<file path="src/rtl/ddr_arb_pkg.sv">
// Shared constants and FSM encoding for the DDR3 port scheduler.
package ddr_arb_pkg;

  localparam int unsigned NUM_PORTS = 4;

  // Port indices; a higher index means a higher static priority.
  localparam int unsigned HDMI   = 3;
  localparam int unsigned CAMERA = 2;
  localparam int unsigned AUX1   = 1;
  localparam int unsigned AUX0   = 0;

  typedef enum logic [1:0] {
    StIdle = 2'd0,
    StBusy = 2'd1,
    StGap  = 2'd2
  } arb_state_e;

endpackage

</file>
<file path="src/rtl/ddr3_port_scheduler_if.sv">
// Burst request / grant bundle between the port FIFOs, the DDR3 engine and the scheduler.
interface ddr3_port_scheduler_if;
  import ddr_arb_pkg::*;

  logic [NUM_PORTS-1:0] request;
  logic                 xfer_done;
  logic [NUM_PORTS-1:0] grant;
  logic                 xfer_start;
  logic [NUM_PORTS-1:0] starving;
  logic                 timeout_err;

  // Requester / engine side.
  modport master (
    output request, xfer_done,
    input  grant, xfer_start, starving, timeout_err
  );

  // Scheduler side.
  modport slave (
    input  request, xfer_done,
    output grant, xfer_start, starving, timeout_err
  );

endinterface

</file>
<file path="src/rtl/ddr_prio_pick.sv">
// Highest-index-first one-hot picker, purely combinational.
module ddr_prio_pick
  import ddr_arb_pkg::*;
(
  input  logic [NUM_PORTS-1:0] req,
  output logic [NUM_PORTS-1:0] onehot
);

  // Scan upward so the highest set bit is the last one kept.
  always_comb begin
    onehot = '0;
    for (int i = 0; i < NUM_PORTS; i++) begin
      if (req[i]) begin
        onehot    = '0;
        onehot[i] = 1'b1;
      end
    end
  end

endmodule

</file>
<file path="src/rtl/ddr3_port_scheduler.sv">
// Shares one DDR3 read/write engine among four frame-buffer ports with burst-long grant
// locking, starvation aging, a burst timeout and a one-cycle turnaround gap.
module ddr3_port_scheduler
  import ddr_arb_pkg::*;
#(
  parameter int unsigned STARVE_LIMIT = 64,
  parameter int unsigned TIMEOUT      = 1024
) (
  input logic                  sys_clk,
  input logic                  sys_rst_n,
  ddr3_port_scheduler_if.slave bus
);

  localparam int unsigned AgeWidth  = $clog2(STARVE_LIMIT + 1);
  localparam int unsigned BusyWidth = $clog2(TIMEOUT);
  localparam logic [AgeWidth-1:0]  AgeLimit = AgeWidth'(STARVE_LIMIT);
  localparam logic [BusyWidth-1:0] BusyLast = BusyWidth'(TIMEOUT - 1);

  arb_state_e           state_q, state_d;
  logic [NUM_PORTS-1:0] grant_q, grant_d;
  logic                 xfer_start_q, xfer_start_d;
  logic                 timeout_err_q, timeout_err_d;
  logic [BusyWidth-1:0] busy_cnt_q, busy_cnt_d;
  logic [AgeWidth-1:0]  age_q [NUM_PORTS];
  logic [AgeWidth-1:0]  age_d [NUM_PORTS];

  logic [NUM_PORTS-1:0] starving;
  logic [NUM_PORTS-1:0] pick_req;
  logic [NUM_PORTS-1:0] pick_starve;
  logic [NUM_PORTS-1:0] winner;

  ddr_prio_pick u_pick_req (
    .req    (bus.request),
    .onehot (pick_req)
  );

  ddr_prio_pick u_pick_starve (
    .req    (starving),
    .onehot (pick_starve)
  );

  // A starving port overrides static priority.
  assign winner = (|pick_starve) ? pick_starve : pick_req;

  // Starving flags come straight from the saturated aging registers.
  always_comb begin
    starving = '0;
    for (int i = 0; i < NUM_PORTS; i++) begin
      starving[i] = (age_q[i] == AgeLimit);
    end
  end

  // Aging: count cycles a port waits while requesting, saturating at the limit.
  always_comb begin
    for (int i = 0; i < NUM_PORTS; i++) begin
      age_d[i] = age_q[i];
      if (!bus.request[i] || grant_q[i]) begin
        age_d[i] = '0;
      end else if (age_q[i] != AgeLimit) begin
        age_d[i] = age_q[i] + 1'b1;
      end
    end
  end

  // Arbitration FSM next-state and registered-output next values.
  always_comb begin
    state_d       = state_q;
    grant_d       = grant_q;
    xfer_start_d  = 1'b0;
    timeout_err_d = 1'b0;
    busy_cnt_d    = busy_cnt_q;
    unique case (state_q)
      StIdle, StGap: begin
        if (|bus.request) begin
          grant_d      = winner;
          xfer_start_d = 1'b1;
          busy_cnt_d   = '0;
          state_d      = StBusy;
        end else begin
          grant_d = '0;
          state_d = StIdle;
        end
      end
      StBusy: begin
        // Done takes precedence over a coincident timeout.
        if (bus.xfer_done) begin
          grant_d = '0;
          state_d = StGap;
        end else if (busy_cnt_q == BusyLast) begin
          grant_d       = '0;
          timeout_err_d = 1'b1;
          state_d       = StGap;
        end else begin
          busy_cnt_d = busy_cnt_q + 1'b1;
        end
      end
      default: begin
        grant_d = '0;
        state_d = StIdle;
      end
    endcase
  end

  // State and output registers; reset drops the grant immediately.
  always_ff @(posedge sys_clk or negedge sys_rst_n) begin
    if (!sys_rst_n) begin
      state_q       <= StIdle;
      grant_q       <= '0;
      xfer_start_q  <= 1'b0;
      timeout_err_q <= 1'b0;
      busy_cnt_q    <= '0;
      for (int i = 0; i < NUM_PORTS; i++) begin
        age_q[i] <= '0;
      end
    end else begin
      state_q       <= state_d;
      grant_q       <= grant_d;
      xfer_start_q  <= xfer_start_d;
      timeout_err_q <= timeout_err_d;
      busy_cnt_q    <= busy_cnt_d;
      for (int i = 0; i < NUM_PORTS; i++) begin
        age_q[i] <= age_d[i];
      end
    end
  end

  assign bus.grant       = grant_q;
  assign bus.xfer_start  = xfer_start_q;
  assign bus.timeout_err = timeout_err_q;
  assign bus.starving    = starving;

endmodule

</file>
<file path="src/flat_wrapper.sv">
// flat-port wrapper written by rule: the top's interface ports become plain ports
module ddr3_port_scheduler_flat import ddr_arb_pkg::*;
#(
  parameter int unsigned STARVE_LIMIT = 64,
  parameter int unsigned TIMEOUT      = 1024
)
  (sys_clk, sys_rst_n, bus_request, bus_xfer_done, bus_grant, bus_xfer_start, bus_starving, bus_timeout_err);
  ddr3_port_scheduler_if bus_i ();
  input logic sys_clk;
  input logic sys_rst_n;
  input wire logic [$bits(bus_i.request)-1:0] bus_request;
  input wire logic [$bits(bus_i.xfer_done)-1:0] bus_xfer_done;
  output wire logic [$bits(bus_i.grant)-1:0] bus_grant;
  output wire logic [$bits(bus_i.xfer_start)-1:0] bus_xfer_start;
  output wire logic [$bits(bus_i.starving)-1:0] bus_starving;
  output wire logic [$bits(bus_i.timeout_err)-1:0] bus_timeout_err;
  assign bus_i.request = bus_request;
  assign bus_i.xfer_done = bus_xfer_done;
  assign bus_grant = bus_i.grant;
  assign bus_xfer_start = bus_i.xfer_start;
  assign bus_starving = bus_i.starving;
  assign bus_timeout_err = bus_i.timeout_err;
  ddr3_port_scheduler #(.STARVE_LIMIT(STARVE_LIMIT), .TIMEOUT(TIMEOUT)) u_core (.sys_clk(sys_clk), .sys_rst_n(sys_rst_n), .bus(bus_i));
endmodule
</file>
<file path="config.mk">
export PLATFORM = sky130hd
export DESIGN_NAME = ddr3_port_scheduler_flat
export DESIGN_NICKNAME = d
export VERILOG_FILES = /design/src/rtl/ddr_arb_pkg.sv /design/src/rtl/ddr3_port_scheduler_if.sv /design/src/rtl/ddr_prio_pick.sv /design/src/rtl/ddr3_port_scheduler.sv /design/src/flat_wrapper.sv
export SDC_FILE = /design/constraint.sdc
export NUM_CORES = 1
export LEC_CHECK = 0
export CAP_MARGIN = 20
export CELL_PAD_IN_SITES_DETAIL_PLACEMENT = 1
export CELL_PAD_IN_SITES_GLOBAL_PLACEMENT = 1
export CORE_ASPECT_RATIO = 1.1
export CORE_MARGIN = 8
export CORE_UTILIZATION = 49
export DETAILED_ROUTE_END_ITERATION = 8
export MAX_ROUTING_LAYER = met4
export PLACE_DENSITY = 0.93
export SKIP_LAST_GASP = 1
export SLEW_MARGIN = 25
export SYNTH_ARGS = -nofsm -noshare
export SYNTH_HDL_FRONTEND = slang
export SYNTH_SLANG_ARGS = --single-unit
</file>
<file path="constraint.sdc">
create_clock -name sys_clk -period 2.7 [get_ports sys_clk]
set_input_delay 0.54 -clock sys_clk [delete_from_list [all_inputs] [get_ports sys_clk]]
set_output_delay 0.54 -clock sys_clk [all_outputs]
set_load 0.01 [all_outputs]
</file>
==> flow_metrics.env, run 1 <==
export IMPL_drt_total_wl_um=5390
export IMPL_p_leak_nw=1.19
export IMPL_drt_antenna_violating_nets=0
export IMPL_final_cell_mix="dfrtp_1, nor2_1, inv_1, nand3_1, clkdlybuf4s50_1"
export IMPL_drv_slew=0
export IMPL_regToRegStartpoint="u_core.busy_cnt_q[0]"
export IMPL_synth_seq_area_share_pct=49.2
export IMPL_finalSetupTns_ns=0
export IMPL_worst_pin_slew_ns=0.558
export IMPL_drv_cap=0
export IMPL_synth_edf_count=0
export IMPL_fill_cells=526
export IMPL_pin_count=17
export IMPL_clkLatencyLatePin_ns=0.30
export IMPL_end_kind="output port"
export IMPL_die_w_um=81.9
export IMPL_port_buffers=16
export IMPL_grt_remaining_overflow=0
export IMPL_worstPathArrival_ns=1.99
export IMPL_fin_crit_ns=2.53
export IMPL_max_vdd_ir_drop_mv=0.397
export IMPL_ys_types=38
export IMPL_synth_ff_latch_count=46
export IMPL_reg2reg_depth=6
export IMPL_num_nets_final=271
export IMPL_pwr_share_comb_pct=27.1
export IMPL_fin_worst_skew_ns=0.00254
export IMPL_vias_per_cell=5.63
export IMPL_p_switching_uw=597
export IMPL_cp_slowest_cell="clkdlybuf4s50_1"
export IMPL_synth_avg_cell_area_um2=10.1
export IMPL_multi_input_area_um2=1100
export IMPL_drt_first_pass_iters=4
export IMPL_crit_path_max_incr_delay_ns=0.58
export IMPL_drcViolationCount=0
export IMPL_cts_tree="built"
export IMPL_crit_type="reg -> out"
export IMPL_crit_chain="nor4_1 > nand3_1 > clkinv_1 > clkdlybuf4s50_1"
export IMPL_design_die_area_um2=7240
export IMPL_cts_root_buf="clkbuf_8"
export IMPL_seqPwrFrac_pct=49.6
export IMPL_synth_warning_count=0
export IMPL_vias=1752
export IMPL_crit_family="buffers and inverters"
export IMPL_start_util_pct=50.6
export IMPL_max_slew_margin_rel_pct=62.5
export IMPL_ys_flop_type="dfrtp_1"
export IMPL_grt_pass1_vias=1906
export IMPL_power_per_cell_area_nw_per_um2=657
export IMPL_power_internal_mw=1.14
export IMPL_cts_sinks=46
export IMPL_design_core_area_um2=4620
export IMPL_hpwl_um=3900
export IMPL_grt_pass1_wl_um=9540
export IMPL_syn_num_nets=248
export IMPL_drtIter0Drc=66
export IMPL_ys_async_sr_fraction_pct=100
export IMPL_antenna_found_initial=0
export IMPL_cts_buffers=5
export IMPL_syn_inst=232
export IMPL_htreeDepth=2
export IMPL_status="complete, no violations"
export IMPL_crit_path_start_kind="flop"
export IMPL_finalSetupViolations=0
export IMPL_max_freq_ghz=0.396
export IMPL_post_route_period_util_pct=93.6
export IMPL_path_max_fanout=7
export IMPL_drive_gt1_share_pct=6.27
export IMPL_grt_start_max_net_pins=26
export IMPL_rsz0062_at_grt="no"
export IMPL_rows=26
export IMPL_seq_area_um2=1150
export IMPL_required_ns=2.16
export IMPL_area_delta_synth_final_pct=13.3
export IMPL_path_clk_slew_ns=0.08
export IMPL_layout_cells_most_common="dfrtp_1"
export IMPL_clockBufferDepth=2
export IMPL_fp_dieH_um=88.5
export IMPL_track_usage_pct=17.5
export IMPL_switching_share_pct=34.3
export IMPL_finalHoldViolations=0
export IMPL_finalWeightedCongestion=0.804
export IMPL_r2r_slack_ns=0.81
export IMPL_clkPwrFrac_pct=23.3
export IMPL_final_core_util_pct=57.3
export IMPL_diodes=0
export IMPL_hold_class="in -> async"
export IMPL_worst_path_buf_inv=2
export IMPL_r2r_end="u_core.busy_cnt_q[0]"
export IMPL_avgRoutedWirePerCell_um=17.3
export IMPL_synthesis_area_um2=2340
## worst max-delay path by stage
stage,from,end,slack [ns],cells past startpoint
after floorplan,u_core.age_q[24],bus_starving[0],0.84,2
after global placement,bus_request[1],u_core.bus.grant[2],0.35,5
after detailed placement,bus_request[1],u_core.bus.grant[2],0.25,5
after CTS,u_core.age_q[24],bus_starving[0],0.06,3
after global routing,u_core.age_q[10],bus_starving[2],0.04,4
final,u_core.age_q[10],bus_starving[2],0.17,4
## cell usage after synthesis (all sizes together), types with 3 or more instances
cell | instances | share of area, %
nor3 | 8 | 1.9
nor4 | 8 | 2.1
nand4 | 3 | 0.80
nand2 | 12 | 1.9
inv | 15 | 2.4
or2 | 3 | 0.80
ha | 9 | 4.8
nand3 | 15 | 3.2
xnor2 | 13 | 4.9
or4 | 4 | 1.3
o41ai | 3 | 1.1
nor2 | 28 | 4.5
and3 | 8 | 2.1
nand2b | 8 | 2.1
mux2i | 5 | 2.1
o31ai | 4 | 1.3
a21oi | 7 | 1.5
dfrtp | 46 | 49
a22o | 4 | 1.5
xor2 | 10 | 3.7
## final cells by class
cell class | count | share of cell area (%)
Clock buffer | 7 | 2.88
Inverter | 16 | 2.27
Multi-Input combinational cell | 166 | 41.7
Sequential cell | 46 | 43.5
Tap cell | 56 | 2.65
Timing Repair Buffer | 20 | 7.09
## cells by family (layout without fill, tap and decap cells)
| kind of cell | count (synthesis) | in the layout | share of synthesized area, % |
|---|---|---|---|
| flops | 46 | 46 | 49.2 |
| compound gates | 24 | 24 | 7.28 |
| mux | 7 | 7 | 3.10 |
| simple gates | 103 | 103 | 23.4 |
| xor+xnor | 23 | 23 | 8.61 |
| buf+inv | 20 | 43 | 3.58 |
| fa+ha+maj | 9 | 9 | 4.82 |
## power groups by stage
stage	sequential (mW)	combinational [mW]	clock [mW]
2_1_floorplan	0.856	0.328	0
3_3_place_gp	0.867	0.447	0
3_5_place_dp	0.874	0.474	0
4_1_cts	0.863	0.479	0.418
5_1_grt	0.877	0.535	0.441
6_report	0.864	0.472	0.405
## worst reg2reg max path, cell delays in order, from the launching register on
cell,delay [ns]
dfrtp_1,0.45
ha_1,0.26
nand4_1,0.18
nor4_1,0.30
buf_4,0.22
nor3_2,0.09
mux2_2,0.28
## sequential cells by signal, indices dropped and copies added (netlist names)
signal	cells
u_core.age_q	28
u_core.bus.grant	4
u_core.state_q	2
u_core.bus.timeout_err	1
u_core.bus.xfer_start	1
u_core.busy_cnt_q	10
## routing by layer
layer  routed length (µm)  share of wire (%)  vias up  track usage, %
li1                     -                  -      848               -
met2                 2790                 52       24            28.6
met5                    0                  0        -               -
met1                 2370                 44      872            21.1
met3                  134                2.5        8            3.15
met4                   99                1.8        0            5.91
## what timing repair did
action,in CTS,in global routing
setup endpoints to repair,0,1
hold buffers,0,0
buffers inserted,0,0
gates resized for setup,0,1
## metrics by stage
stage | area (µm²) | cells | hold slack, ns | worst slack, ns | total power [mW]
6_report | 2650 | 311 | 0.203 | 0.173 | 1.74
5_1_grt | 2650 | 311 | 0.238 | 0.0388 | 1.85
4_1_cts | 2650 | 311 | 0.210 | 0.0631 | 1.76
3_5_place_dp | 2570 | 304 | 0.532 | 0.250 | 1.35
3_3_place_gp | 2570 | 304 | 0.518 | 0.351 | 1.31
2_1_floorplan | 2340 | 232 | 0.244 | 0.840 | 1.18
No activity file was read; power rests on OpenSTA's default activity.
==> run 2: changes to the inputs <==
--- a/config.mk
+++ b/config.mk
@@ -14,7 +14,6 @@
 export DETAILED_ROUTE_END_ITERATION = 8
 export MAX_ROUTING_LAYER = met4
 export PLACE_DENSITY = 0.93
-export SKIP_LAST_GASP = 1
 export SLEW_MARGIN = 25
 export SYNTH_ARGS = -nofsm -noshare
 export SYNTH_HDL_FRONTEND = slang
==> results of run 2 <==
Same layout as run 1: the final DEF is identical, and so are final timing and power.
==> run 3: changes to the inputs <==
--- a/config.mk
+++ b/config.mk
@@ -5,13 +5,15 @@
 export SDC_FILE = /design/constraint.sdc
 export NUM_CORES = 1
 export LEC_CHECK = 0
+export ABC_AREA = 1
 export CAP_MARGIN = 20
 export CELL_PAD_IN_SITES_DETAIL_PLACEMENT = 1
 export CELL_PAD_IN_SITES_GLOBAL_PLACEMENT = 1
 export CORE_ASPECT_RATIO = 1.1
 export CORE_MARGIN = 8
-export CORE_UTILIZATION = 49
+export CORE_UTILIZATION = 47
 export DETAILED_ROUTE_END_ITERATION = 8
+export GPL_TIMING_DRIVEN = 0
 export MAX_ROUTING_LAYER = met4
 export PLACE_DENSITY = 0.93
 export SLEW_MARGIN = 25
==> run 3 against run 2 <==
Wire length up 11%. Maximum frequency fell by 1.4%. Count of clock-buffer cells in the layout unchanged. Worst setup slack lost 0.035 ns. Via count increased by 21%. Sequential share of layout area shrank 2.8 points. Register-to-register slack better by 0.22 ns. Power grew 12%. Die area grew 8.9%. Synthesized cell count rose by 34%. Non-clock buffer count down 3. Clock skew up 0.0024 ns.
==> flow_metrics.env, run 3 <==
export IMPL_wl_met2_um=3150
export IMPL_synth_ff_latch_count=46
export IMPL_syn_inst=312
export IMPL_rows=28
export IMPL_power_total_mw=1.95
export IMPL_drt_antenna_violating_nets=0
export IMPL_drt_total_wl_um=5990
export IMPL_area_delta_synth_final_pct=13.6
export IMPL_cts_resized=0
export IMPL_drive_gt1_share_pct=7.74
export IMPL_end_kind="output port"
export IMPL_rsz0062_at_grt="no"
export IMPL_cts_sinks=46
export IMPL_synth_edf_count=0
export IMPL_crit_type="reg -> out"
export IMPL_pwr_share_comb_pct=28.7
export IMPL_hold_class="in -> async"
export IMPL_clockBufferDepth=2
export IMPL_ys_types=26
export IMPL_top_layer="met4"
export IMPL_port_buffers=16
export IMPL_design_die_area_um2=7890
export IMPL_switching_share_pct=34.6
export IMPL_ys_top_cells_by_count="nand2_1, dfrtp_1, inv_1, nand3_1, nor2_1"
export IMPL_synth_seq_area_share_pct=46.2
export IMPL_final_cell_mix="nand2_1, dfrtp_1, inv_1, nor2_1, nand3_1"
export IMPL_wl_met1_um=2570
export IMPL_worst_pin_slew_ns=0.583
export IMPL_required_ns=2.16
export IMPL_grt_pass1_vias=2303
export IMPL_synth_top_area_share_pct=46.2
export IMPL_wl_met3_um=160
export IMPL_pin_count=17
export IMPL_max_slew_margin_rel_pct=61.1
export IMPL_seqPwrFrac_pct=45.2
export IMPL_hpwl_um=4440
export IMPL_clkLatencyLatePin_ns=0.30
export IMPL_fp_dieH_um=92.4
export IMPL_start_util_pct=47.4
export IMPL_diodes=0
export IMPL_yosysTopAreaCell="dfrtp_1"
export IMPL_dp_slack_ns=0.458
export IMPL_postCtsSetupRepairBufs=0
export IMPL_fin_crit_ns=2.56
export IMPL_status="complete, no violations"
export IMPL_holdWs_ns=0.227
export IMPL_clkPwrFrac_pct=26.2
export IMPL_synth_warning_count=0
export IMPL_finalWeightedCongestion=0.821
export IMPL_avgRoutedWirePerCell_um=15.1
export IMPL_drv_slew=0
export IMPL_drcViolationCount=0
export IMPL_p_switching_uw=673
export IMPL_cts_root_buf="clkbuf_8"
export IMPL_finalHoldViolations=0
export IMPL_htreeDepth=2
export IMPL_largest_reg_flops=28
export IMPL_track_usage_pct=17.1
export IMPL_largest_register="u_core.age_q"
export IMPL_yosysMostFrequentCell="nand2_1"
export IMPL_ys_async_sr_fraction_pct=100
export IMPL_power_internal_mw=1.28
export IMPL_synth_avg_cell_area_um2=7.98
export IMPL_ys_flop_type="dfrtp_1"
export IMPL_drv_cap=0
export IMPL_dp_cells=388
export IMPL_antenna_found_initial=0
export IMPL_cts_buffers=5
export IMPL_fin_worst_skew_ns=0.00490
export IMPL_vias=2125
export IMPL_synthTopCellsByArea="dfrtp_1, nand2_1, nand3_1"
export IMPL_layout_cells_most_common="nand2_1"
export IMPL_post_route_period_util_pct=94.9
export IMPL_postLayoutSetupSlackWorst_ns=0.138
export IMPL_max_vdd_ir_drop_mv=0.361
export IMPL_syn_num_nets=328
export IMPL_vias_per_cell=5.37
export IMPL_finalSetupViolations=0
export IMPL_max_freq_ghz=0.390
export IMPL_drtIter0Drc=74
export IMPL_cts_hold_buf=0
export IMPL_drt_first_pass_iters=4
export IMPL_path_clk_slew_ns=0.08
export IMPL_cts_tree="built"
export IMPL_worstPathArrival_ns=2.02
export IMPL_grt_start_max_net_pins=47
export IMPL_layout_cells_non_filler=396
export IMPL_crit_path_start_kind="flop"
export IMPL_power_per_cell_area_nw_per_um2=689
export IMPL_die_w_um=85.4
export IMPL_num_nets_final=351
export IMPL_synthesis_area_um2=2490
export IMPL_grt_pass1_wl_um=10600
export IMPL_p_leak_nw=1.36
export IMPL_path_max_fanout=8
export IMPL_design_core_area_um2=5260
export IMPL_grt_remaining_overflow=0
run 3: cell count changes after synthesis, moves of 5 or more:
cell,delta
nand2_1,+51
inv_1,+28
nand3_1,+23
nor2_1,+10
o21ai_0,+10
and3_1,-8
nand2b_1,-8
xnor2_1,-8
a21oi_1,+7
xor2_1,-7
mux2i_1,-5
nor3_1,+5
run 3: power groups by stage:
stage	Combinational, mW	Sequential, mW	Clock (mW)
6_report	0.558	0.880	0.510
5_1_grt	0.624	0.894	0.550
4_1_cts	0.569	0.880	0.526
3_5_place_dp	0.564	0.892	0
3_3_place_gp	0.541	0.883	0
2_1_floorplan	0.387	0.875	0
run 3: cell families after synthesis:
group | synth area share (%)
AOI/OAI and AO/OA | 7.63
DFF | 46.2
adders and majority gates | 4.52
buffers and inverters | 7.89
xor gates and xnor gates | 2.81
and+or+nand+nor | 30.9
run 3: metal layers:
metal,vias to the layer above,track usage [%]
met5,-,-
met4,0,6.29
met3,10,3.63
met2,17,29.9
met1,1050,18.5
li1,1048,-
run 3: worst max-delay path, cell delays in order (launching register included):
cell	delay (ns)
dfrtp_1	0.43
inv_1	0.09
ha_1	0.15
nand2_1	0.05
inv_1	0.05
nand3_1	0.23
inv_1	0.18
clkdlybuf4s50_1	0.55
run 3: final timing paths:
check	from	to	slack [ns]	cells after the start
worst max-delay path	u_core.age_q[0]	bus_starving[3]	0.14	7
worst min-delay path	sys_rst_n	u_core.age_q[18]	0.23	1
worst max register to register	u_core.age_q[0]	u_core.bus.grant[2]	1.03	10
worst min register to register	u_core.busy_cnt_q[1]	u_core.busy_cnt_q[1]	0.55	2
max in group asynchronous	sys_rst_n	u_core.bus.grant[1]	2.08	1
min in group sys_clk	u_core.busy_cnt_q[1]	u_core.busy_cnt_q[1]	0.55	2
run 3: area by class of cell:
cell class	instances	area, µm²
plain buffers	1	20.0
clock buffers	7	76.3
clock inverters	1	30.0
fillers	653	2420
inverters	47	176
multi-input cells	218	1140
flip-flops and latches	46	1150
well taps	60	75.1
repair buffers	16	158
run 3: stage by stage:
step | cell area (µm²) | setup TNS (ns) | util, %
floorplan | 2490 | 0 | -
global placement | 2730 | -11.18 | 51.9
detailed placement | 2720 | 0 | 51.8
CTS | 2830 | 0 | 53.9
global route | 2830 | 0 | 53.9
finish | 2830 | 0 | 53.9
